## src/rtl/seg7_pkg.sv

```systemverilog
// Shared constants for the 7-segment display paths: digit patterns (active-low, gfedcba),
// converter sizing, FSM state type and the reverse double-dabble step.
package seg7_pkg;

  localparam int unsigned SEG_W  = 7;
  localparam int unsigned DIGITS = 3;
  localparam int unsigned BIN_W  = 8;
  localparam int unsigned ITER   = 8;
  localparam int unsigned SR_W   = DIGITS * 4 + BIN_W;
  localparam int unsigned CNT_W  = $clog2(ITER);

  localparam logic [SEG_W-1:0] SEG_0     = 7'b1000000;
  localparam logic [SEG_W-1:0] SEG_1     = 7'b1111001;
  localparam logic [SEG_W-1:0] SEG_2     = 7'b0100100;
  localparam logic [SEG_W-1:0] SEG_3     = 7'b0110000;
  localparam logic [SEG_W-1:0] SEG_4     = 7'b0011001;
  localparam logic [SEG_W-1:0] SEG_5     = 7'b0010010;
  localparam logic [SEG_W-1:0] SEG_6     = 7'b0000010;
  localparam logic [SEG_W-1:0] SEG_7     = 7'b1111000;
  localparam logic [SEG_W-1:0] SEG_8     = 7'b0000000;
  localparam logic [SEG_W-1:0] SEG_9     = 7'b0010000;
  localparam logic [SEG_W-1:0] SEG_BLANK = 7'b1111111;

  typedef enum logic [1:0] {
    StIdle,
    StLoad,
    StShift,
    StDone
  } state_e;

  // One reverse double-dabble iteration: shift right, then pull any nibble >= 8 down by 3.
  function automatic logic [SR_W-1:0] dabble_step(input logic [SR_W-1:0] sr);
    logic [SR_W-1:0] s;
    s = sr >> 1;
    for (int i = 0; i < int'(DIGITS); i++) begin
      if (s[BIN_W + 4*i + 3]) begin
        s[BIN_W + 4*i +: 4] = s[BIN_W + 4*i +: 4] - 4'd3;
      end
    end
    return s;
  endfunction

endpackage

```

## src/rtl/seg7_to_binary_if.sv

```systemverilog
// Request/result bundle of the segment-to-binary converter.
interface seg7_to_binary_if;
  import seg7_pkg::*;

  logic             start;
  logic [SEG_W-1:0] seg_h;
  logic [SEG_W-1:0] seg_t;
  logic [SEG_W-1:0] seg_o;
  logic             busy;
  logic             done;
  logic [BIN_W-1:0] value;
  logic             err_seg;
  logic             err_ovf;

  modport master (
    output start, seg_h, seg_t, seg_o,
    input  busy, done, value, err_seg, err_ovf
  );

  modport slave (
    input  start, seg_h, seg_t, seg_o,
    output busy, done, value, err_seg, err_ovf
  );

endinterface

```

## src/rtl/seg7_decode.sv

```systemverilog
// Combinational decode of one 7-segment pattern back to a BCD digit with a legality flag.
module seg7_decode import seg7_pkg::*; #(
  parameter bit ACTIVE_LOW    = 1'b1,
  parameter bit BLANK_AS_ZERO = 1'b0
) (
  input  logic [SEG_W-1:0] seg_i,
  output logic [3:0]       digit_o,
  output logic             valid_o
);

  logic [SEG_W-1:0] pat;

  always_comb begin
    pat     = ACTIVE_LOW ? seg_i : ~seg_i;
    digit_o = 4'd0;
    valid_o = 1'b1;
    case (pat)
      SEG_0:     digit_o = 4'd0;
      SEG_1:     digit_o = 4'd1;
      SEG_2:     digit_o = 4'd2;
      SEG_3:     digit_o = 4'd3;
      SEG_4:     digit_o = 4'd4;
      SEG_5:     digit_o = 4'd5;
      SEG_6:     digit_o = 4'd6;
      SEG_7:     digit_o = 4'd7;
      SEG_8:     digit_o = 4'd8;
      SEG_9:     digit_o = 4'd9;
      // Leading-zero blanking shows an unlit digit where a 0 would be.
      SEG_BLANK: valid_o = BLANK_AS_ZERO;
      default:   valid_o = 1'b0;
    endcase
  end

endmodule

```

## src/rtl/seg7_to_binary.sv

```systemverilog
// Recovers the displayed byte from three 7-segment patterns: decode to BCD, then
// reverse double-dabble over ITER cycles, with sticky invalid/overflow status.
module seg7_to_binary import seg7_pkg::*; #(
  parameter bit ACTIVE_LOW    = 1'b1,
  parameter bit BLANK_AS_ZERO = 1'b0
) (
  input logic              clk,
  input logic              rst,
  seg7_to_binary_if.slave  bus
);

  logic [3:0] dig_h, dig_t, dig_o;
  logic       ok_h, ok_t, ok_o;

  seg7_decode #(.ACTIVE_LOW(ACTIVE_LOW), .BLANK_AS_ZERO(BLANK_AS_ZERO)) u_dec_h (
    .seg_i   (bus.seg_h),
    .digit_o (dig_h),
    .valid_o (ok_h)
  );

  seg7_decode #(.ACTIVE_LOW(ACTIVE_LOW), .BLANK_AS_ZERO(BLANK_AS_ZERO)) u_dec_t (
    .seg_i   (bus.seg_t),
    .digit_o (dig_t),
    .valid_o (ok_t)
  );

  seg7_decode #(.ACTIVE_LOW(ACTIVE_LOW), .BLANK_AS_ZERO(BLANK_AS_ZERO)) u_dec_o (
    .seg_i   (bus.seg_o),
    .digit_o (dig_o),
    .valid_o (ok_o)
  );

  state_e           state_q, state_d;
  logic [CNT_W-1:0] cnt_q, cnt_d;
  logic [SR_W-1:0]  sr_q, sr_d, sr_step;
  logic             seg_ok_q, seg_ok_d;
  logic [BIN_W-1:0] value_q, value_d;
  logic             err_seg_q, err_seg_d;
  logic             err_ovf_q, err_ovf_d;

  always_comb begin
    state_d   = state_q;
    cnt_d     = cnt_q;
    sr_d      = sr_q;
    seg_ok_d  = seg_ok_q;
    value_d   = value_q;
    err_seg_d = err_seg_q;
    err_ovf_d = err_ovf_q;
    sr_step   = dabble_step(sr_q);

    unique case (state_q)
      StIdle: begin
        // Patterns are decoded and frozen here; later seg_* changes cannot leak in.
        if (bus.start) begin
          sr_d      = {dig_h, dig_t, dig_o, {BIN_W{1'b0}}};
          seg_ok_d  = ok_h & ok_t & ok_o;
          value_d   = '0;
          err_seg_d = 1'b0;
          err_ovf_d = 1'b0;
          state_d   = StLoad;
        end
      end
      StLoad: begin
        if (seg_ok_q) begin
          cnt_d   = '0;
          state_d = StShift;
        end else begin
          err_seg_d = 1'b1;
          state_d   = StDone;
        end
      end
      StShift: begin
        sr_d  = sr_step;
        cnt_d = cnt_q + 1'b1;
        // Result is registered with the final shift so it is valid alongside done.
        if (cnt_q == CNT_W'(ITER - 1)) begin
          state_d = StDone;
          if (sr_step[SR_W-1:BIN_W] != '0) begin
            err_ovf_d = 1'b1;
          end else begin
            value_d = sr_step[BIN_W-1:0];
          end
        end
      end
      StDone: begin
        state_d = StIdle;
      end
      default: begin
        state_d = StIdle;
      end
    endcase
  end

  always_ff @(posedge clk) begin
    if (rst) begin
      state_q   <= StIdle;
      cnt_q     <= '0;
      sr_q      <= '0;
      seg_ok_q  <= 1'b0;
      value_q   <= '0;
      err_seg_q <= 1'b0;
      err_ovf_q <= 1'b0;
    end else begin
      state_q   <= state_d;
      cnt_q     <= cnt_d;
      sr_q      <= sr_d;
      seg_ok_q  <= seg_ok_d;
      value_q   <= value_d;
      err_seg_q <= err_seg_d;
      err_ovf_q <= err_ovf_d;
    end
  end

  assign bus.busy    = (state_q == StLoad) || (state_q == StShift);
  assign bus.done    = (state_q == StDone);
  assign bus.value   = value_q;
  assign bus.err_seg = err_seg_q;
  assign bus.err_ovf = err_ovf_q;

endmodule
```

## src/flat_wrapper.sv

```systemverilog
// flat-port wrapper written by rule: the top's interface ports become plain ports
module seg7_to_binary_flat import seg7_pkg::*;
#(
  parameter bit ACTIVE_LOW    = 1'b1,
  parameter bit BLANK_AS_ZERO = 1'b0
)
  (clk, rst, bus_start, bus_seg_h, bus_seg_t, bus_seg_o, bus_busy, bus_done, bus_value, bus_err_seg, bus_err_ovf);
  seg7_to_binary_if bus_i ();
  input logic clk;
  input logic rst;
  input wire logic [$bits(bus_i.start)-1:0] bus_start;
  input wire logic [$bits(bus_i.seg_h)-1:0] bus_seg_h;
  input wire logic [$bits(bus_i.seg_t)-1:0] bus_seg_t;
  input wire logic [$bits(bus_i.seg_o)-1:0] bus_seg_o;
  output wire logic [$bits(bus_i.busy)-1:0] bus_busy;
  output wire logic [$bits(bus_i.done)-1:0] bus_done;
  output wire logic [$bits(bus_i.value)-1:0] bus_value;
  output wire logic [$bits(bus_i.err_seg)-1:0] bus_err_seg;
  output wire logic [$bits(bus_i.err_ovf)-1:0] bus_err_ovf;
  assign bus_i.start = bus_start;
  assign bus_i.seg_h = bus_seg_h;
  assign bus_i.seg_t = bus_seg_t;
  assign bus_i.seg_o = bus_seg_o;
  assign bus_busy = bus_i.busy;
  assign bus_done = bus_i.done;
  assign bus_value = bus_i.value;
  assign bus_err_seg = bus_i.err_seg;
  assign bus_err_ovf = bus_i.err_ovf;
  seg7_to_binary #(.ACTIVE_LOW(ACTIVE_LOW), .BLANK_AS_ZERO(BLANK_AS_ZERO)) u_core (.clk(clk), .rst(rst), .bus(bus_i));
endmodule
```

## config.mk

```make
export PLATFORM = sky130hd
export DESIGN_NAME = seg7_to_binary_flat
export DESIGN_NICKNAME = d
export VERILOG_FILES = /design/src/rtl/seg7_pkg.sv /design/src/rtl/seg7_to_binary_if.sv /design/src/rtl/seg7_decode.sv /design/src/rtl/seg7_to_binary.sv /design/src/flat_wrapper.sv
export SDC_FILE = /design/constraint.sdc
export NUM_CORES = 1
export LEC_CHECK = 0
export ABC_AREA = 1
export BUFFER_PORTS_ARGS = -buffer_cell sky130_fd_sc_hd__buf_2
export CORE_UTILIZATION = 50
export DETAILED_ROUTE_END_ITERATION = 6
export GPL_TIMING_DRIVEN = 1
export PLACE_DENSITY = 0.72
export SYNTH_ARGS = -nofsm -noshare
export SYNTH_HDL_FRONTEND = slang
export SYNTH_SLANG_ARGS = --single-unit
```

## constraint.sdc

```tcl
create_clock -name clk -period 2.1 [get_ports clk]
set_input_delay 0.105 -clock clk [delete_from_list [all_inputs] [get_ports clk]]
set_output_delay 0.105 -clock clk [all_outputs]
set_load 0.01 [all_outputs]
```

Word level (Yosys, flattened, before mapping)
Index checks and enable logic that the tools add are counted.
{"block": "word_totals", "ff_bits": 36, "input_bits": 24, "out_inout_bits": 12, "wordCells": 94}
{"block": "classes", "n_addsub": 3, "eq_ne": 37, "muxes": 26, "bitwise_logic": 2, "n_reduce_logical": 19}
{"cell": "case mux 4 bit (9 select lines)", "count": 3}
{"cell": "equality test 7 x 5 -> 1 bit (second input constant)", "count": 9}
{"cell": "equality test 7 bit (second input constant)", "count": 9}
{"cell": "equality test 7 x 6 -> 1 bit (second input constant)", "count": 6}
{"cell": "case mux 20 bit (2 select lines)", "count": 1}
{"cell": "OR reduction 10 bit", "count": 3}
{"cell": "2-to-1 mux 8 bit", "count": 3}
{"cell": "equality test 7 x 2 -> 1 bit (second input constant)", "count": 3}
{"cell": "logical NOT 7 bit", "count": 3}
{"cell": "2-to-1 mux 20 bit", "count": 1}
{"cell": "case mux 8 bit (2 select lines)", "count": 1}
{"cell": "nonzero test 12 bit", "count": 1}
{"cell": "2-to-1 mux 1 bit", "count": 8}
{"cell": "2-to-1 mux 4 bit", "count": 2}
{"cell": "case mux 2 bit (4 select lines)", "count": 1}
{"cell": "AND reduction 2 bit", "count": 4}
{"cell": "AND reduction 4 bit", "count": 2}
{"cell": "subtractor 4 x 2 -> 4 bit (second input constant)", "count": 2}
{"cell": "inequality test 2 x 1 -> 1 bit (second input constant)", "count": 3}
{"cell": "inequality test 2 bit (second input constant)", "count": 3}
{"cell": "case mux 3 bit (2 select lines)", "count": 1}
{"cell": "nonzero test 2 bit", "count": 3}
{"cell": "equality test 2 bit (second input constant)", "count": 2}
{"cell": "2-to-1 mux 2 bit", "count": 2}
{"cell": "other kinds (9)", "count": 11}

Depth between registers and ports, before layout
{"block": "depth", "word_depth": 6, "ltp_mapped": 11, "mapped_depth_nobuf": 11}

Modules after synthesis
A second synthesis with hierarchy kept.
{"block": "unflattened", "cells_unflattened": 385, "hier_area_um2": 2566.2}
{"mod": "seg7_to_binary", "n_inst": 1, "cells_per_inst": 238, "area_each_um2": 1838.0, "seq_area_each_um2": 700.7}
{"mod": "seg7_decode", "n_inst": 3, "cells_per_inst": 49, "area_each_um2": 242.7, "seq_area_each_um2": 0.0}

Worst setup path before layout
OpenSTA, ideal clock, no wires.
{"block": "synth_path", "path_type": "reg-to-reg", "start": "register u_core.state_q[0]", "end": "register u_core.sr_q[15]", "arrival_time_ns": 1.519, "slack_ns": 0.506, "path_stages_with_launch": 11, "period_less_slack_ns": 1.594, "cell_sequence": "dfxtp_1 inv_1 ha_1 buf_4 inv_1 buf_4 o21ai_2 inv_2 buf_4 nand2_1 a31oi_1"}
{"block": "synth_via", "elab_chain_cells": 3}
{"element": "start: declaration", "line_no": "seg7_to_binary.sv:33", "text": "state_e state_q, state_d;"}
{"element": "start signal: assignment", "line_no": "seg7_to_binary.sv:96", "text": "state_q <= StIdle;"}
{"element": "start signal: assignment", "line_no": "seg7_to_binary.sv:104", "text": "state_q <= state_d;"}
{"element": "equality test 2 bit / logical NOT 2 bit (equally long branches)", "line_no": "seg7_to_binary.sv:51", "text": "unique case (state_q)"}
{"element": "nonzero test 2 bit (no source line) / inequality test 2 bit (equally long branches)"}
{"element": "AND reduction 2 bit (no source line)"}
{"element": "end signal: assignment", "line_no": "seg7_to_binary.sv:106", "text": "sr_q <= sr_d;"}
{"element": "end: declaration", "line_no": "seg7_to_binary.sv:35", "text": "logic [SR_W-1:0] sr_q, sr_d, sr_step;"}
Several ways; a longest one is shown, not always the timed one.
A chain may end at the register's enable or synchronous reset.

Worst setup path in the final report
{"block": "layout_path", "start": "register u_core.state_q[0]", "end": "register u_core.value_q[3], in the netlist u_core.bus.value[3]"}
{"block": "layout_via", "elab_chain_cells": 3}
{"element": "equality test 2 bit / logical NOT 2 bit (equally long branches)", "line_no": "seg7_to_binary.sv:51"}
{"element": "inequality test 2 bit (no source line), or another cell as far along"}
{"element": "AND reduction 4 bit (no source line)"}
{"element": "end signal: assignment", "line_no": "seg7_to_binary.sv:108", "text": "value_q <= value_d;"}
{"element": "end: declaration", "line_no": "seg7_to_binary.sv:37", "text": "logic [BIN_W-1:0] value_q, value_d;"}
Several ways; a longest one is shown, not always the timed one.

==> reports/metrics.yaml <==
critical_path:
  start_kind: "register"
  slowest_stage: "dfxtp_1"
  arrival_ns: 2.12
  end_kind: "register"
  cp_num_buf_inv: 3
  cpPeakStageDelay_ns: 0.40
  cp.required_ns: 2.32
  crit_family: "compound AO/OA/AOI/OAI gates"
  setup.worst_path.class: "register to register"
  path_cells: "inv_1, ha_1, inv_2, or2_1, o21ai_4, a21oi_2, buf_4, nand3_1, a21oi_1"
  crit_fanout: 8
flow_run:
  maxCapViolations: 0
cts:
  cts_resized: 0
  cts_buffers: 5
  htreeDepth: 2
  cts_tree: "yes"
  cts.sinks: 35
  root_buffer: "clkbuf_8"
  clock_path_buffers: 2
  insertion_delay_ns: 0.29
  postCtsSetupRepairBufs: 0
  clk_pin_slew_ns: 0.07
  postCtsHoldBufs: 0
finish:
  multi_input_area_mm2: 0.001369
  n_fill_cell: 450
  final_nets: 449
  seq_area_um2: 700.7
  antenna_cells: 0
  areaGrowthSynthToFinish_pct: 12.91
  drive_gt1_share_pct: 14.18
sta:
  clock.fmax_mhz: 527.1
  setup_ws_ns: 0.2029
  setup_violations: 0
  fin_skew_ns: 0.01273
  fin_setup_tns_ns: 0
  final.period_utilization_pct: 90.34
  worst_pin_slew_ns: 0.4509
  layout_min_cycle_time_ns: 1.897
  rsz0062_at_grt: "false"
  slew_violations: 0
  slew-limit-headroom_pct: 69.93
  hold_viol: 0
global_route:
  grt.met2_usage_pct: 36.00
  grt_overflow: 0
  grt_pass1_wl_um: 8714
  met3_usage_pct: 3.463
  top_usage_layer: "met2"
  grt.total_usage_pct: 21.94
  antenna_found_initial: 0
  grtUsageMet1_pct: 29.10
  grt_pass1_vias: 2103
  grt_max_degree: 28
synth:
  synth_top_area_share_pct: 30.39
  syn_area_mm2: 0.002306
  synth-seq-area-share_pct: 30.39
  ys_types: 28
  syn_avg_cell_area_um2: 6.084
  synth_seq_cells: 35
  ys_warn_count: 0
  yosys.area.top_type: "dfxtp_1"
  synth_area_leaders: "dfxtp_1, nand2_1, nor2_1, a21oi_1, inv_1"
  synth_ff_type: "dfxtp_1"
  syn-num-nets: 412
  async_flop_share_pct: 0
  synth_edf_count: 0
  synth_cells: 379
die:
  pin_count: 36
  core_mm2: 0.004384
  die_area_mm2: 0.004887
  rows: 24
  dieHeight_um: 69.91
  initial_core_util_pct: 52.60
  die_w_um: 69.91
drt:
  totalWireLength_um: 5047
  wl_per_cell_um: 10.78
  routed-via-count: 2404
  drc: 0
  via_per_inst: 5.137
  drt_iter0_drc: 146
  antenna_left: 0
  dr.pass1.iters: 4
place:
  dp_hpwl_um: 3913
  io_buffers: 35
  gp_congestion: 0.8600
  dp_slack_ns: 0.2166
min_path:
  worst_hold_path_type: "input pin to register"
outcome:
  status: "finished, final reports clean"
power:
  p_per_area_mw_per_mm2: 889.1
  ir_drop_v: 0.0004658
  power.leakage_uw: 0.001269
-- final cells by class --
| type | count | area share, % |
|---|---|---|
| clock buffer | 6 | 3.172 |
| clock inverter | 1 | 0.1922 |
| inverter | 45 | 6.487 |
| multi-input combinational | 289 | 52.57 |
| sequential | 35 | 26.91 |
| tap | 52 | 2.499 |
| timing repair buffer | 40 | 8.169 |
-- synthesized netlist by cell type, types with 3 or more instances --
| cell type | number |
|---|---|
| nor2_1 | 61 |
| o21ai_0 | 21 |
| buf_4 | 4 |
| a31oi_1 | 6 |
| nor3_1 | 5 |
| nand3_1 | 24 |
| clkbuf_1 | 4 |
| inv_1 | 42 |
| dfxtp_1 | 35 |
| and2_1 | 3 |
| ha_1 | 9 |
| a21oi_1 | 35 |
| inv_2 | 3 |
| nand2_1 | 106 |
| nand4_1 | 3 |
-- logic make-up (layout without fill, tap and decap cells) --
| family | after synthesis | count (layout) | synth area share [%] |
|---|---|---|---|
| fa+ha+maj | 9 | 9 | 4.883 |
| compound gates | 69 | 69 | 16.33 |
| flops | 35 | 35 | 30.39 |
| xor+xnor | 2 | 2 | 0.7598 |
| buf+inv | 55 | 92 | 10.25 |
| simple gates | 209 | 209 | 37.38 |
-- worst paths after layout --
path / endpoint / slack [ns] / depth (start not counted) / startpoint
worst max-delay path: u_core.bus.value[3]$_SDFFE_PP0P_ / 0.20 / 9 / u_core.state_q[0]$_SDFFE_PP0P_
worst min-delay path: u_core.bus.value[1]$_SDFFE_PP0P_ / 0.22 / 4 / rst
worst max register to register: u_core.bus.value[3]$_SDFFE_PP0P_ / 0.20 / 9 / u_core.state_q[0]$_SDFFE_PP0P_
worst min register to register: u_core.bus.value[2]$_SDFFE_PP0P_ / 0.46 / 2 / u_core.bus.value[2]$_SDFFE_PP0P_
-- per-stage QoR --
step	instance area (µm²)	hold slack [ns]	instances	utilization, %	power [µW]
6_report	2604	0.2174	468	59.39	2315
5_1_grt	2604	0.2639	468	59.39	2502
4_1_cts	2604	0.2174	468	59.39	2329
3_5_place_dp	2516	0.4521	461	57.39	1834
3_3_place_gp	2516	0.4491	461	57.39	1816
2_1_floorplan	2306	0.3957	379	-	1631
-- registers in the layout (all words and copies together), names as in the netlist --
signal,flops
u_core.cnt_q,3
u_core.bus.err_seg,1
u_core.state_q,2
u_core.sr_q,19
u_core.seg_ok_q,1
u_core.bus.err_ovf,1
u_core.bus.value,8
-- layout by cell type (no fill, tap or decap) --
cell type,netlist,final
a31oi_1,6,6
or2_2,2,2
a21oi_2,1,1
clkinv_2,0,1
o211ai_1,1,1
dfxtp_1,35,35
inv_2,3,3
ha_1,9,9
a21oi_1,35,35
nand2_2,2,2
nor2_1,61,61
and2_1,3,3
or2_1,1,1
clkbuf_8,0,6
nand4_1,3,3
o21ai_1,2,2
o21bai_1,1,1
o21ai_0,21,21
o21ai_2,1,1
nand2_4,1,1
nand3_2,1,1
nor3_1,5,5
buf_2,0,35
xnor2_1,2,2
nand2_1,106,106
o21ai_4,1,1
nand3_1,24,24
inv_1,42,42
buf_4,4,5
-- metal layers --
metal  part of all wire [%]  wire length (µm)
met5                      0                 0
met4                    1.6                81
met3                    2.2               112
met2                     46              2325
met1                     50              2527
-- tightest hold or removal path, stage by stage --
cell and delay [ns]:
buf_2 0.09, inv_1 0.13, nand2_1 0.11, nor2_1 0.03
-- power by group --
part / switching [µW] / internal [µW] / leakage [µW]
registers: 77.5 / 758 / 0.000284
logic: 646 / 345 / 0.000938
clock network: 232 / 257 / 0.0000470
total: 955 / 1360 / 0.00127
Power figures use the tool's default switching activity.
